`config.mk`:
```
export PLATFORM = sky130hd
export DESIGN_NAME = registry_access_arbiter
export DESIGN_NICKNAME = d
export VERILOG_FILES = /design/src/rtl/registry_access_arbiter.sv
export SDC_FILE = /design/constraint.sdc
export NUM_CORES = 2
export LEC_CHECK = 0
export CAP_MARGIN = 20
export CORE_AREA = 2 2 727 729
export CTS_BUF_LIST = sky130_fd_sc_hd__clkbuf_2
export DETAILED_ROUTE_END_ITERATION = 12
export DIE_AREA = 0 0 729 731
export HOLD_SLACK_MARGIN = 0.06
export PLACE_DENSITY_LB_ADDON = 0.2
export SLEW_MARGIN = 0
export SYNTH_ARGS = -nofsm -noshare
export SYNTH_HDL_FRONTEND = slang
export SYNTH_SLANG_ARGS = --single-unit
```
`constraint.sdc`:
```
create_clock -name clk -period 30.2 [get_ports clk]
set_input_delay 6.04 -clock clk [delete_from_list [all_inputs] [get_ports clk]]
set_output_delay 6.04 -clock clk [all_outputs]
set_load 0.005 [all_outputs]
```
`src/rtl/registry_access_arbiter.sv`:
```
// Round-robin arbiter sharing one customer-registry port between NUM_REQ requesters,
// with a shadow occupancy count. Define REGISTRY_ARB_STATS_EN to add saturating statistics outputs.
module registry_access_arbiter #(
    parameter int NUM_REQ       = 4,
    parameter int MAX_CUSTOMERS = 10,
    parameter int ID_W          = 8,
    parameter int DATA_W        = 128
) (
    input  logic                      clk,
    input  logic                      rst,
    input  logic [NUM_REQ-1:0]        req_valid,
    output logic [NUM_REQ-1:0]        req_ready,
    input  logic [NUM_REQ-1:0]        req_op,
    input  logic [NUM_REQ*ID_W-1:0]   req_id,
    input  logic [NUM_REQ*DATA_W-1:0] req_phone,
    input  logic [NUM_REQ*DATA_W-1:0] req_addr,
    output logic [NUM_REQ-1:0]        rsp_valid,
    output logic                      rsp_hit,
    output logic                      rsp_err,
    output logic [ID_W-1:0]           rsp_id,
    output logic [DATA_W-1:0]         rsp_phone,
    output logic [DATA_W-1:0]         rsp_addr,
    output logic [ID_W-1:0]           reg_customer_id,
    output logic [DATA_W-1:0]         reg_phone,
    output logic [DATA_W-1:0]         reg_address,
    output logic                      reg_add,
    output logic                      reg_search,
    input  logic [ID_W-1:0]           found_customer_id,
    input  logic [DATA_W-1:0]         found_phone_number,
    input  logic [DATA_W-1:0]         found_address,
    output logic [3:0]                occupancy
`ifdef REGISTRY_ARB_STATS_EN
    ,
    output logic [15:0]               stat_adds,
    output logic [15:0]               stat_hits,
    output logic [15:0]               stat_misses,
    output logic [15:0]               stat_errs
`endif
);

    localparam int PTR_W = (NUM_REQ > 1) ? $clog2(NUM_REQ) : 1;

    typedef enum logic [1:0] {
        ST_IDLE  = 2'd0,
        ST_ISSUE = 2'd1,
        ST_WAIT  = 2'd2,
        ST_RESP  = 2'd3
    } state_t;

    state_t              state_q, state_d;
    logic [PTR_W-1:0]    ptr_q, ptr_d;
    logic [PTR_W-1:0]    owner_q, owner_d;
    logic                op_q, op_d;
    logic [ID_W-1:0]     id_q, id_d;
    logic [DATA_W-1:0]   phone_q, phone_d;
    logic [DATA_W-1:0]   addr_q, addr_d;
    logic [3:0]          occ_q, occ_d;
    logic                err_q, err_d;
    logic                hit_q, hit_d;
    logic [DATA_W-1:0]   res_phone_q, res_phone_d;
    logic [DATA_W-1:0]   res_addr_q, res_addr_d;

    logic [NUM_REQ-1:0]  grant_s;
    logic [PTR_W-1:0]    grant_idx_s;
    logic                grant_found_s;
    logic                add_ok_s;
    logic                search_hit_s;

    // Round-robin pick: first valid requester at or after the pointer, wrapping.
    always_comb begin
        logic [PTR_W:0] cand_v;
        grant_s       = '0;
        grant_idx_s   = '0;
        grant_found_s = 1'b0;
        cand_v        = '0;
        for (int k = 0; k < NUM_REQ; k++) begin
            cand_v = {1'b0, ptr_q} + (PTR_W+1)'(k);
            if (cand_v >= (PTR_W+1)'(NUM_REQ)) begin
                cand_v = cand_v - (PTR_W+1)'(NUM_REQ);
            end else begin
                cand_v = cand_v;
            end
            if (!grant_found_s && req_valid[cand_v[PTR_W-1:0]]) begin
                grant_found_s = 1'b1;
                grant_idx_s   = cand_v[PTR_W-1:0];
            end else begin
                grant_found_s = grant_found_s;
            end
        end
        if (grant_found_s) begin
            grant_s[grant_idx_s] = 1'b1;
        end else begin
            grant_s = '0;
        end
    end

    assign add_ok_s     = op_q && (id_q != '0) && (occ_q != 4'(MAX_CUSTOMERS));
    // ID 0 is reserved, so it never matches even if the registry echoes zeros.
    assign search_hit_s = (found_customer_id == id_q) && (id_q != '0);

    // Next-state and payload latching for the issue/wait/response sequence.
    always_comb begin
        state_d     = state_q;
        ptr_d       = ptr_q;
        owner_d     = owner_q;
        op_d        = op_q;
        id_d        = id_q;
        phone_d     = phone_q;
        addr_d      = addr_q;
        occ_d       = occ_q;
        err_d       = err_q;
        hit_d       = hit_q;
        res_phone_d = res_phone_q;
        res_addr_d  = res_addr_q;
        case (state_q)
            ST_IDLE: begin
                if (grant_found_s) begin
                    owner_d     = grant_idx_s;
                    op_d        = req_op[grant_idx_s];
                    id_d        = req_id[grant_idx_s*ID_W +: ID_W];
                    phone_d     = req_phone[grant_idx_s*DATA_W +: DATA_W];
                    addr_d      = req_addr[grant_idx_s*DATA_W +: DATA_W];
                    err_d       = 1'b0;
                    hit_d       = 1'b0;
                    res_phone_d = '0;
                    res_addr_d  = '0;
                    if (grant_idx_s == PTR_W'(NUM_REQ-1)) begin
                        ptr_d = '0;
                    end else begin
                        ptr_d = grant_idx_s + PTR_W'(1);
                    end
                    state_d = ST_ISSUE;
                end else begin
                    state_d = ST_IDLE;
                end
            end
            ST_ISSUE: begin
                if (op_q && !add_ok_s) begin
                    err_d = 1'b1;
                end else if (add_ok_s) begin
                    occ_d = occ_q + 4'd1;
                end else begin
                    err_d = 1'b0;
                end
                state_d = ST_WAIT;
            end
            ST_WAIT: begin
                if (op_q) begin
                    hit_d       = 1'b0;
                    res_phone_d = phone_q;
                    res_addr_d  = addr_q;
                end else if (search_hit_s) begin
                    hit_d       = 1'b1;
                    res_phone_d = found_phone_number;
                    res_addr_d  = found_address;
                end else begin
                    hit_d       = 1'b0;
                    res_phone_d = '0;
                    res_addr_d  = '0;
                end
                state_d = ST_RESP;
            end
            ST_RESP: begin
                state_d = ST_IDLE;
            end
            default: begin
                state_d = ST_IDLE;
            end
        endcase
    end

    // State and payload registers.
    always_ff @(posedge clk or posedge rst) begin
        if (rst) begin
            state_q     <= ST_IDLE;
            ptr_q       <= '0;
            owner_q     <= '0;
            op_q        <= 1'b0;
            id_q        <= '0;
            phone_q     <= '0;
            addr_q      <= '0;
            occ_q       <= 4'd0;
            err_q       <= 1'b0;
            hit_q       <= 1'b0;
            res_phone_q <= '0;
            res_addr_q  <= '0;
        end else begin
            state_q     <= state_d;
            ptr_q       <= ptr_d;
            owner_q     <= owner_d;
            op_q        <= op_d;
            id_q        <= id_d;
            phone_q     <= phone_d;
            addr_q      <= addr_d;
            occ_q       <= occ_d;
            err_q       <= err_d;
            hit_q       <= hit_d;
            res_phone_q <= res_phone_d;
            res_addr_q  <= res_addr_d;
        end
    end

    // Output decode from registered state; response fields are zero outside RESP.
    always_comb begin
        rsp_valid = '0;
        if (state_q == ST_RESP) begin
            rsp_valid[owner_q] = 1'b1;
            rsp_hit            = hit_q;
            rsp_err            = err_q;
            rsp_id             = id_q;
            rsp_phone          = res_phone_q;
            rsp_addr           = res_addr_q;
        end else begin
            rsp_hit   = 1'b0;
            rsp_err   = 1'b0;
            rsp_id    = '0;
            rsp_phone = '0;
            rsp_addr  = '0;
        end
    end

    assign req_ready       = (state_q == ST_IDLE) ? grant_s : '0;
    assign reg_customer_id = id_q;
    assign reg_phone       = phone_q;
    assign reg_address     = addr_q;
    assign reg_add         = (state_q == ST_ISSUE) && add_ok_s;
    assign reg_search      = (state_q == ST_ISSUE) && !op_q;
    assign occupancy       = occ_q;

`ifdef REGISTRY_ARB_STATS_EN
    logic [15:0] stat_adds_q, stat_adds_d;
    logic [15:0] stat_hits_q, stat_hits_d;
    logic [15:0] stat_misses_q, stat_misses_d;
    logic [15:0] stat_errs_q, stat_errs_d;

    function automatic logic [15:0] sat_inc(input logic [15:0] v);
        return (v == 16'hFFFF) ? v : v + 16'd1;
    endfunction

    // Bump exactly one counter per completed operation.
    always_comb begin
        stat_adds_d   = stat_adds_q;
        stat_hits_d   = stat_hits_q;
        stat_misses_d = stat_misses_q;
        stat_errs_d   = stat_errs_q;
        if (state_q == ST_RESP) begin
            if (err_q) begin
                stat_errs_d = sat_inc(stat_errs_q);
            end else if (op_q) begin
                stat_adds_d = sat_inc(stat_adds_q);
            end else if (hit_q) begin
                stat_hits_d = sat_inc(stat_hits_q);
            end else begin
                stat_misses_d = sat_inc(stat_misses_q);
            end
        end else begin
            stat_errs_d = stat_errs_q;
        end
    end

    // Statistics registers.
    always_ff @(posedge clk or posedge rst) begin
        if (rst) begin
            stat_adds_q   <= 16'd0;
            stat_hits_q   <= 16'd0;
            stat_misses_q <= 16'd0;
            stat_errs_q   <= 16'd0;
        end else begin
            stat_adds_q   <= stat_adds_d;
            stat_hits_q   <= stat_hits_d;
            stat_misses_q <= stat_misses_d;
            stat_errs_q   <= stat_errs_d;
        end
    end

    assign stat_adds   = stat_adds_q;
    assign stat_hits   = stat_hits_q;
    assign stat_misses = stat_misses_q;
    assign stat_errs   = stat_errs_q;
`endif

endmodule

```
==> metrics.txt <==
# TYPE chip_impl_metric gauge
chip_impl_info{name="startpoint",value="req_valid[0]"} 1
chip_impl_info{name="status",value="complete, no violations"} 1
chip_impl_metric{name="p_leak",unit="nW"} 21.5
chip_impl_metric{name="synthesis.area",unit="um2"} 28100
chip_impl_info{name="worstHoldPathType",value="reg2reg"} 1
chip_impl_info{name="layout_commonest_cell",value="sky130_fd_sc_hd__clkdlybuf4s50_1"} 1
chip_impl_metric{name="timing.max_cap.violations",unit=""} 0
chip_impl_info{name="path_common_cell",value="sky130_fd_sc_hd__clkdlybuf4s50_1"} 1
chip_impl_metric{name="slew-limit-headroom",unit="%"} 6.00
chip_impl_info{name="endpoint_kind",value="output pin"} 1
chip_impl_metric{name="hold_buffers",unit=""} 0
chip_impl_metric{name="die_area",unit="um2"} 533000
chip_impl_metric{name="net_count_of_the_finished_layout",unit=""} 5945
chip_impl_metric{name="seq_power_share",unit="%"} 32.5
chip_impl_metric{name="dr.pass1.iters",unit=""} 8
chip_impl_metric{name="final_layout_size_suffix_gt1_share",unit="%"} 8.39
chip_impl_info{name="cp_cell_sequence",value="clkdlybuf4s50_1, nand2_1, a311oi_2, nor2_1, ha_1, and2_1, clkdlybuf4s50_1"} 1
chip_impl_metric{name="max-vdd-ir-drop",unit="uV"} 42.6
chip_impl_metric{name="post_cts.resized_instances",unit=""} 0
chip_impl_metric{name="areaGrowthSynthToFinish",unit="%"} 103
chip_impl_metric{name="routed-via-count",unit=""} 35000
chip_impl_metric{name="gp_routability_congestion",unit=""} 0.903
chip_impl_metric{name="floorplan.die.height",unit="um"} 731
chip_impl_metric{name="synth.yosys.warnings",unit=""} 0
chip_impl_metric{name="p_int",unit="mW"} 2.48
chip_impl_info{name="criticalPathCategory",value="in2out"} 1
chip_impl_metric{name="port-buffer-count",unit=""} 1873
chip_impl_metric{name="num_rows",unit=""} 267
chip_impl_metric{name="synth_cell_types",unit=""} 47
chip_impl_metric{name="yosysSeqAreaShare",unit="%"} 47.5
chip_impl_metric{name="totalWireLength",unit="um"} 399000
chip_impl_metric{name="synthesis.nets",unit=""} 4062
chip_impl_metric{name="clock_skew",unit="ns"} 0.194
chip_impl_metric{name="ioPinCount",unit=""} 1874
chip_impl_metric{name="synth_edf_count",unit=""} 0
chip_impl_metric{name="finish.utilization",unit="%"} 10.8
chip_impl_metric{name="fraction_of_power_spent_switching_nets",unit="%"} 48.9
chip_impl_metric{name="power.switching",unit="mW"} 2.37
chip_impl_metric{name="antenna_violations_before_repair",unit=""} 303
chip_impl_metric{name="place.detailed.instances",unit=""} 11400
chip_impl_metric{name="num-fill-cells",unit=""} 60700
chip_impl_metric{name="finalSetupViolations",unit=""} 0
chip_impl_metric{name="dieWidth",unit="um"} 729
chip_impl_metric{name="timing.critical_path.fanout_max",unit=""} 10
chip_impl_info{name="crit-reg2reg-launch",value="state_q[0]$_DFF_PP0_"} 1
chip_impl_metric{name="timing_worst_slew_pin_value",unit="ns"} 1.41
chip_impl_metric{name="min_delay_path_depth",unit=""} 2
chip_impl_info{name="min_from",value="reg_address[81]$_DFFE_PP0P_"} 1
chip_impl_metric{name="dr_vias_cell",unit=""} 2.96
chip_impl_info{name="clockRootBuffer",value="sky130_fd_sc_hd__clkbuf_2"} 1
chip_impl_info{name="startpoint_type",value="input pin"} 1
chip_impl_metric{name="ff2ff_path_depth",unit=""} 10
chip_impl_metric{name="critPathMaxStageDelay",unit="ns"} 0.74
chip_impl_metric{name="drt_iter0_markers",unit=""} 2647
chip_impl_metric{name="final-seq-area",unit="um2"} 13300
chip_impl_metric{name="synth_seq_cells",unit=""} 533
chip_impl_metric{name="power.combinational.fraction",unit="%"} 52.1
chip_impl_metric{name="clkTransAtPathRegs",unit="ns"} 0.12
chip_impl_metric{name="grt.total_usage",unit="%"} 14.3
chip_impl_metric{name="detail_route.wl_per_cell",unit="um"} 33.8
chip_impl_metric{name="hold-worst-slack",unit="ns"} 0.439
chip_impl_metric{name="timing.final.crit_share",unit="%"} 48.8
chip_impl_info{name="layout.cells.most_common_list",value="sky130_fd_sc_hd__clkdlybuf4s50_1 (1871), sky130_fd_sc_hd__and2_1 (532), sky130_fd_sc_hd__dfrtp_1 (532)"} 1
chip_impl_info{name="critical-path-slowest-cell",value="sky130_fd_sc_hd__clkdlybuf4s50_1"} 1
chip_impl_info{name="ys.flop_type",value="sky130_fd_sc_hd__dfrtp_1"} 1
chip_impl_metric{name="final_hold_viol_count",unit=""} 0
chip_impl_metric{name="drc_errors",unit=""} 0
chip_impl_metric{name="cts_buffers",unit=""} 199
chip_impl_metric{name="timing.setup.tns",unit="ns"} 0
chip_impl_metric{name="post_synth_inst_count",unit=""} 2725
chip_impl_metric{name="drt.antenna.violating_nets",unit=""} 0
chip_impl_metric{name="overflow",unit=""} 0
chip_impl_info{name="rsz0062_at_grt",value="false"} 1
chip_impl_metric{name="critical_path_cell_count",unit=""} 7
chip_impl_metric{name="dp_hpwl",unit="um"} 342000
chip_impl_metric{name="grt_pass1_vias",unit=""} 36000
chip_impl_metric{name="path_buf_inv",unit=""} 2
chip_impl_metric{name="postSynth.asyncResetShare",unit="%"} 100
chip_impl_info{name="tritoncts",value="done"} 1
chip_impl_info{name="path_delay_family",value="buffers and inverters"} 1
chip_impl_metric{name="total_power",unit="mW"} 4.85
chip_impl_metric{name="p_clk_share",unit="%"} 15.4
chip_impl_metric{name="grt_pass1_wl",unit="um"} 481000
chip_impl_metric{name="synth.avg_cell_area",unit="um2"} 10.3
chip_impl_metric{name="grt_start_max_net_pins",unit=""} 120
chip_impl_metric{name="total_area_of_multi_input_combinational_cells",unit="um2"} 12600
chip_impl_metric{name="cts.htree.levels",unit=""} 4
chip_impl_metric{name="power.density",unit="nW/um2"} 85.0
chip_impl_metric{name="final_max_slew_viol_count",unit=""} 0
chip_impl_metric{name="layout_min_cycle_time",unit="ns"} 14.75
chip_impl_metric{name="core-area",unit="um2"} 526000
chip_impl_metric{name="critical_path_arrival",unit="ns"} 8.71
chip_impl_metric{name="max_freq",unit="MHz"} 67.8
chip_impl_metric{name="data_required_time_at_the_worst_endpoint",unit="ns"} 24.16
chip_impl_metric{name="clkSinkCount",unit=""} 533
chip_impl_metric{name="postCtsSetupBuffers",unit=""} 0
chip_impl_metric{name="instances_no_fill",unit=""} 11800
chip_impl_metric{name="cts_max_path_buffers",unit=""} 4
chip_impl_metric{name="initial_utilization",unit="%"} 5.33
chip_impl_metric{name="worst_skew_pair.late_latency",unit="ns"} 1.72
worst reg2reg max path, cell delays in order (launching register included):
cell	delay (ns)
sky130_fd_sc_hd__dfrtp_1	0.45
sky130_fd_sc_hd__inv_1	0.10
sky130_fd_sc_hd__ha_1	0.62
sky130_fd_sc_hd__nand2_1	0.23
sky130_fd_sc_hd__o32ai_4	0.27
sky130_fd_sc_hd__buf_4	0.45
sky130_fd_sc_hd__buf_4	0.58
sky130_fd_sc_hd__buf_4	0.67
sky130_fd_sc_hd__buf_4	0.82
sky130_fd_sc_hd__a221o_1	0.49
sky130_fd_sc_hd__a221o_1	0.12
state kept, by name, indices dropped and copies added (netlist names), 2 cells and up:
register and cells:
occupancy 4, owner_q 2, ptr_q 2, reg_address 128
reg_customer_id 8, reg_phone 128, res_addr_q 128, res_phone_q 128
state_q 2
layout make-up:
class | count | area share (%)
Tap cell | 6994 | 15.3
Timing Repair Buffer | 1950 | 34.1
Sequential cell | 533 | 23.4
Antenna cell | 78 | 0.342
Multi-Input combinational cell | 1658 | 22.0
Inverter | 266 | 1.76
Clock inverter | 57 | 0.647
Clock buffer | 280 | 2.46
synth_stat cells (all sizes together), types with 2 or more instances:
cell / n / area (um2)
and3: 2 / 12.5
nand2: 12 / 45.0
nor4: 3 / 40.0
xor2: 9 / 78.8
or4: 2 / 15.0
a21oi: 3 / 15.0
inv: 266 / 998
nand3: 2 / 10.0
o31ai: 2 / 15.0
o2111a: 2 / 22.5
ha: 7 / 87.6
a22oi: 256 / 1920
and2: 532 / 3330
a311oi: 2 / 23.8
o21ai: 260 / 1300
clkbuf: 177 / 666
nor2b: 2 / 12.5
nor3b: 2 / 15.0
nand3b: 2 / 15.0
xnor2: 2 / 17.5
dfrtp: 533 / 13300
buf: 91 / 593
mux2i: 2 / 20.0
a221o: 530 / 5310
nor2: 9 / 33.8
metrics by stage:
| step | worst slack [ns] | cell area [um2] |
|---|---|---|
| after global placement | 15.25 | 55000 |
| after CTS | 15.42 | 56800 |
| after detailed placement | 15.44 | 55000 |
| after floorplan | 9.26 | 28100 |
| final | 15.45 | 57100 |
| after global routing | 15.35 | 56900 |
power by group through the flow:
stage	combinational, mW	clock (mW)	sequential, mW
floorplan	1.06	0	1.24
global placement	2.58	0	1.62
detailed placement	2.57	0	1.62
CTS	2.58	0.812	1.61
global route	2.71	0.831	1.62
finish	2.53	0.746	1.58
per-layer routing:
| layer | GRT usage, % | routed length (um) | vias up | share of wire, % |
|---|---|---|---|---|
| met5 | 0.216 | 912 | - | 0.23 |
| met1 | 17.5 | 167000 | 17600 | 42 |
| met3 | 6.41 | 42000 | 698 | 11 |
| met2 | 22.5 | 176000 | 2318 | 44 |
| met4 | 4.26 | 13400 | 144 | 3.4 |
| li1 | - | - | 14200 | - |
logic make-up (layout without fill, tap and decap cells):
logic type,after synthesis,in the layout,share of synthesized area [%]
buf+inv,534,2553,8.04
mux,2,2,0.0713
flops,533,533,47.5
fa+ha+maj,7,7,0.312
xor+xnor,11,11,0.343
simple gates,573,573,12.7
compound gates,1065,1065,31.0
other cells,0,78,0
worst paths after layout:
check	endpoint	slack [ns]
min in group asynchronous	res_addr_q[74]$_DFFE_PP0P_	4.86
max	req_ready[3]	15.45
min	res_addr_q[81]$_DFFE_PP0P_	0.44
max in group asynchronous	res_addr_q[17]$_DFFE_PP0P_	21.93
max reg2reg	reg_phone[20]$_DFFE_PP0P_	25.33
min reg2reg	res_addr_q[81]$_DFFE_PP0P_	0.44
Power figures use the tool's default switching activity.
==> variant: new RTL, config.mk and constraints unchanged <==
Add a define of `REGISTRY_ARB_STATS_EN`.
--- a/src/rtl/registry_access_arbiter.sv
+++ b/src/rtl/registry_access_arbiter.sv
@@ -1,5 +1,7 @@
 // Round-robin arbiter sharing one customer-registry port between NUM_REQ requesters,
 // with a shadow occupancy count. Define REGISTRY_ARB_STATS_EN to add saturating statistics outputs.
+`define REGISTRY_ARB_STATS_EN
+
 module registry_access_arbiter #(
     parameter int NUM_REQ       = 4,
     parameter int MAX_CUSTOMERS = 10,
New outputs: stat_adds, stat_errs, stat_hits and stat_misses. Check against the original RTL: not settled (the Yosys comparison gave no result); the edit may change what the design does.
==> variant against the unedited design <==
  * Synthesized cell count up 19%
  * Global-route usage is 1.1 points higher
  * Critical path type unchanged
  * Worst setup slack worse by 240 ps
  * Die area unchanged
  * Critical path depth up 1
  * Clock power rose by 6.6%
  * Critical endpoint is now req_ready[0]
  * Maximum frequency is 1.6% lower
  * Wire length increased by 7.7%
  * Register-to-register slack got worse by 390 ps
  * Sequential cell count up 64
  * Power is 0.60% higher
  * Final area up 9.0%
  * Combinational power is 2% lower
  * Synthesized area rose by 15%
  * The run now ends with max-slew violations left
==> variant: results <==
[critical_path]
crit_path_max_fanout = 15
r2r_end = "reg_phone[23]"
crit_slowest_cell = "nor4_4"

[grt]
grt.total_usage_pct = 15.4
grt_use_met2_pct = 22.6
grt_use_met3_pct = 9.59
grt_pass1_vias = 39200

[layout]
drive_gt1_share_pct = 8.21
final_nets = 6562
finalNonFillerCells = 12400

[logic_synthesis]
avgSynthCellArea_um2 = 9.96
synth_nets = 4587

[clock_network]
cts_made_buffers = 216
clock_latency_ps = 1760
clkSlewWorstSetupHoldPaths_ps = 90

[sta]
finalClockSkew_ps = 189
relSlewSlack_pct = -1.78
slew_viol_final = 17

[power]
worst_ir_drop_vdd_mv = 0.0798
total_leakage_power_nw = 24.7

[placed_design]
numPortBuffers = 1937
pre_cts_slack_ps = 15210

[routing]
met1_length_um = 175000
wl_met2_um = 177000

[run_status]
violations = "max-slew violations"
status = "finished, violations left"
## variant: cell count changes in the layout (fill, tap and decap cells not counted), moves of 257 or more
| cell | delta |
|---|---|
| o221ai_1 | +265 |
| mux2i_1 | +524 |
| nand2_1 | +802 |
| o21ai_0 | -257 |
| and2_1 | -258 |
| a221o_1 | -530 |
## variant: where the power goes
| part | switching (W) | internal [W] |
|---|---|---|
| combinational | 0.00144 | 0.00105 |
| sequential | 0.000450 | 0.00114 |
| clock | 0.000497 | 0.000298 |
## variant: kinds of logic (layout without fill, tap and decap cells)
logic type	count (synthesis)	after routing	synth area share (%)
simple gates	1199	1199	16.9
flops	597	597	46.2
compound gates	555	555	13.8
mux	539	539	16.7
buf+inv	278	2403	4.09
xor+xnor	63	63	1.71
fa+ha+maj	13	13	0.503
other cells	0	83	0
## variant: how the worst min path moves through the flow
stage	start	endpoint	slack, ps	cells after the start
5_1_grt	reg_phone[121]	res_phone_q[121]	510	2
2_1_floorplan	res_addr_q[100]	res_addr_q[100]	470	2
3_5_place_dp	stat_hits[6]	stat_hits[6]	490	1
3_3_place_gp	stat_hits[6]	stat_hits[6]	490	1
6_report	reg_phone[121]	res_phone_q[121]	400	2
4_1_cts	reg_phone[121]	res_phone_q[121]	340	2
## variant: final cells by class
type | count | area share [%]
clock buffers | 314 | 2.53
repair buffers | 2024 | 32.5
flip-flops and latches | 597 | 24.0
multi-input cells | 2369 | 26.0
clock inverters | 54 | 0.487
inverters | 11 | 0.0785
diodes | 83 | 0.334
well taps | 6994 | 14.1
## variant: worst max-delay path: cells and delay by family
kind	cells	cell delay, ps
and+or+nand+nor	4	1590
buffers and inverters	4	1300
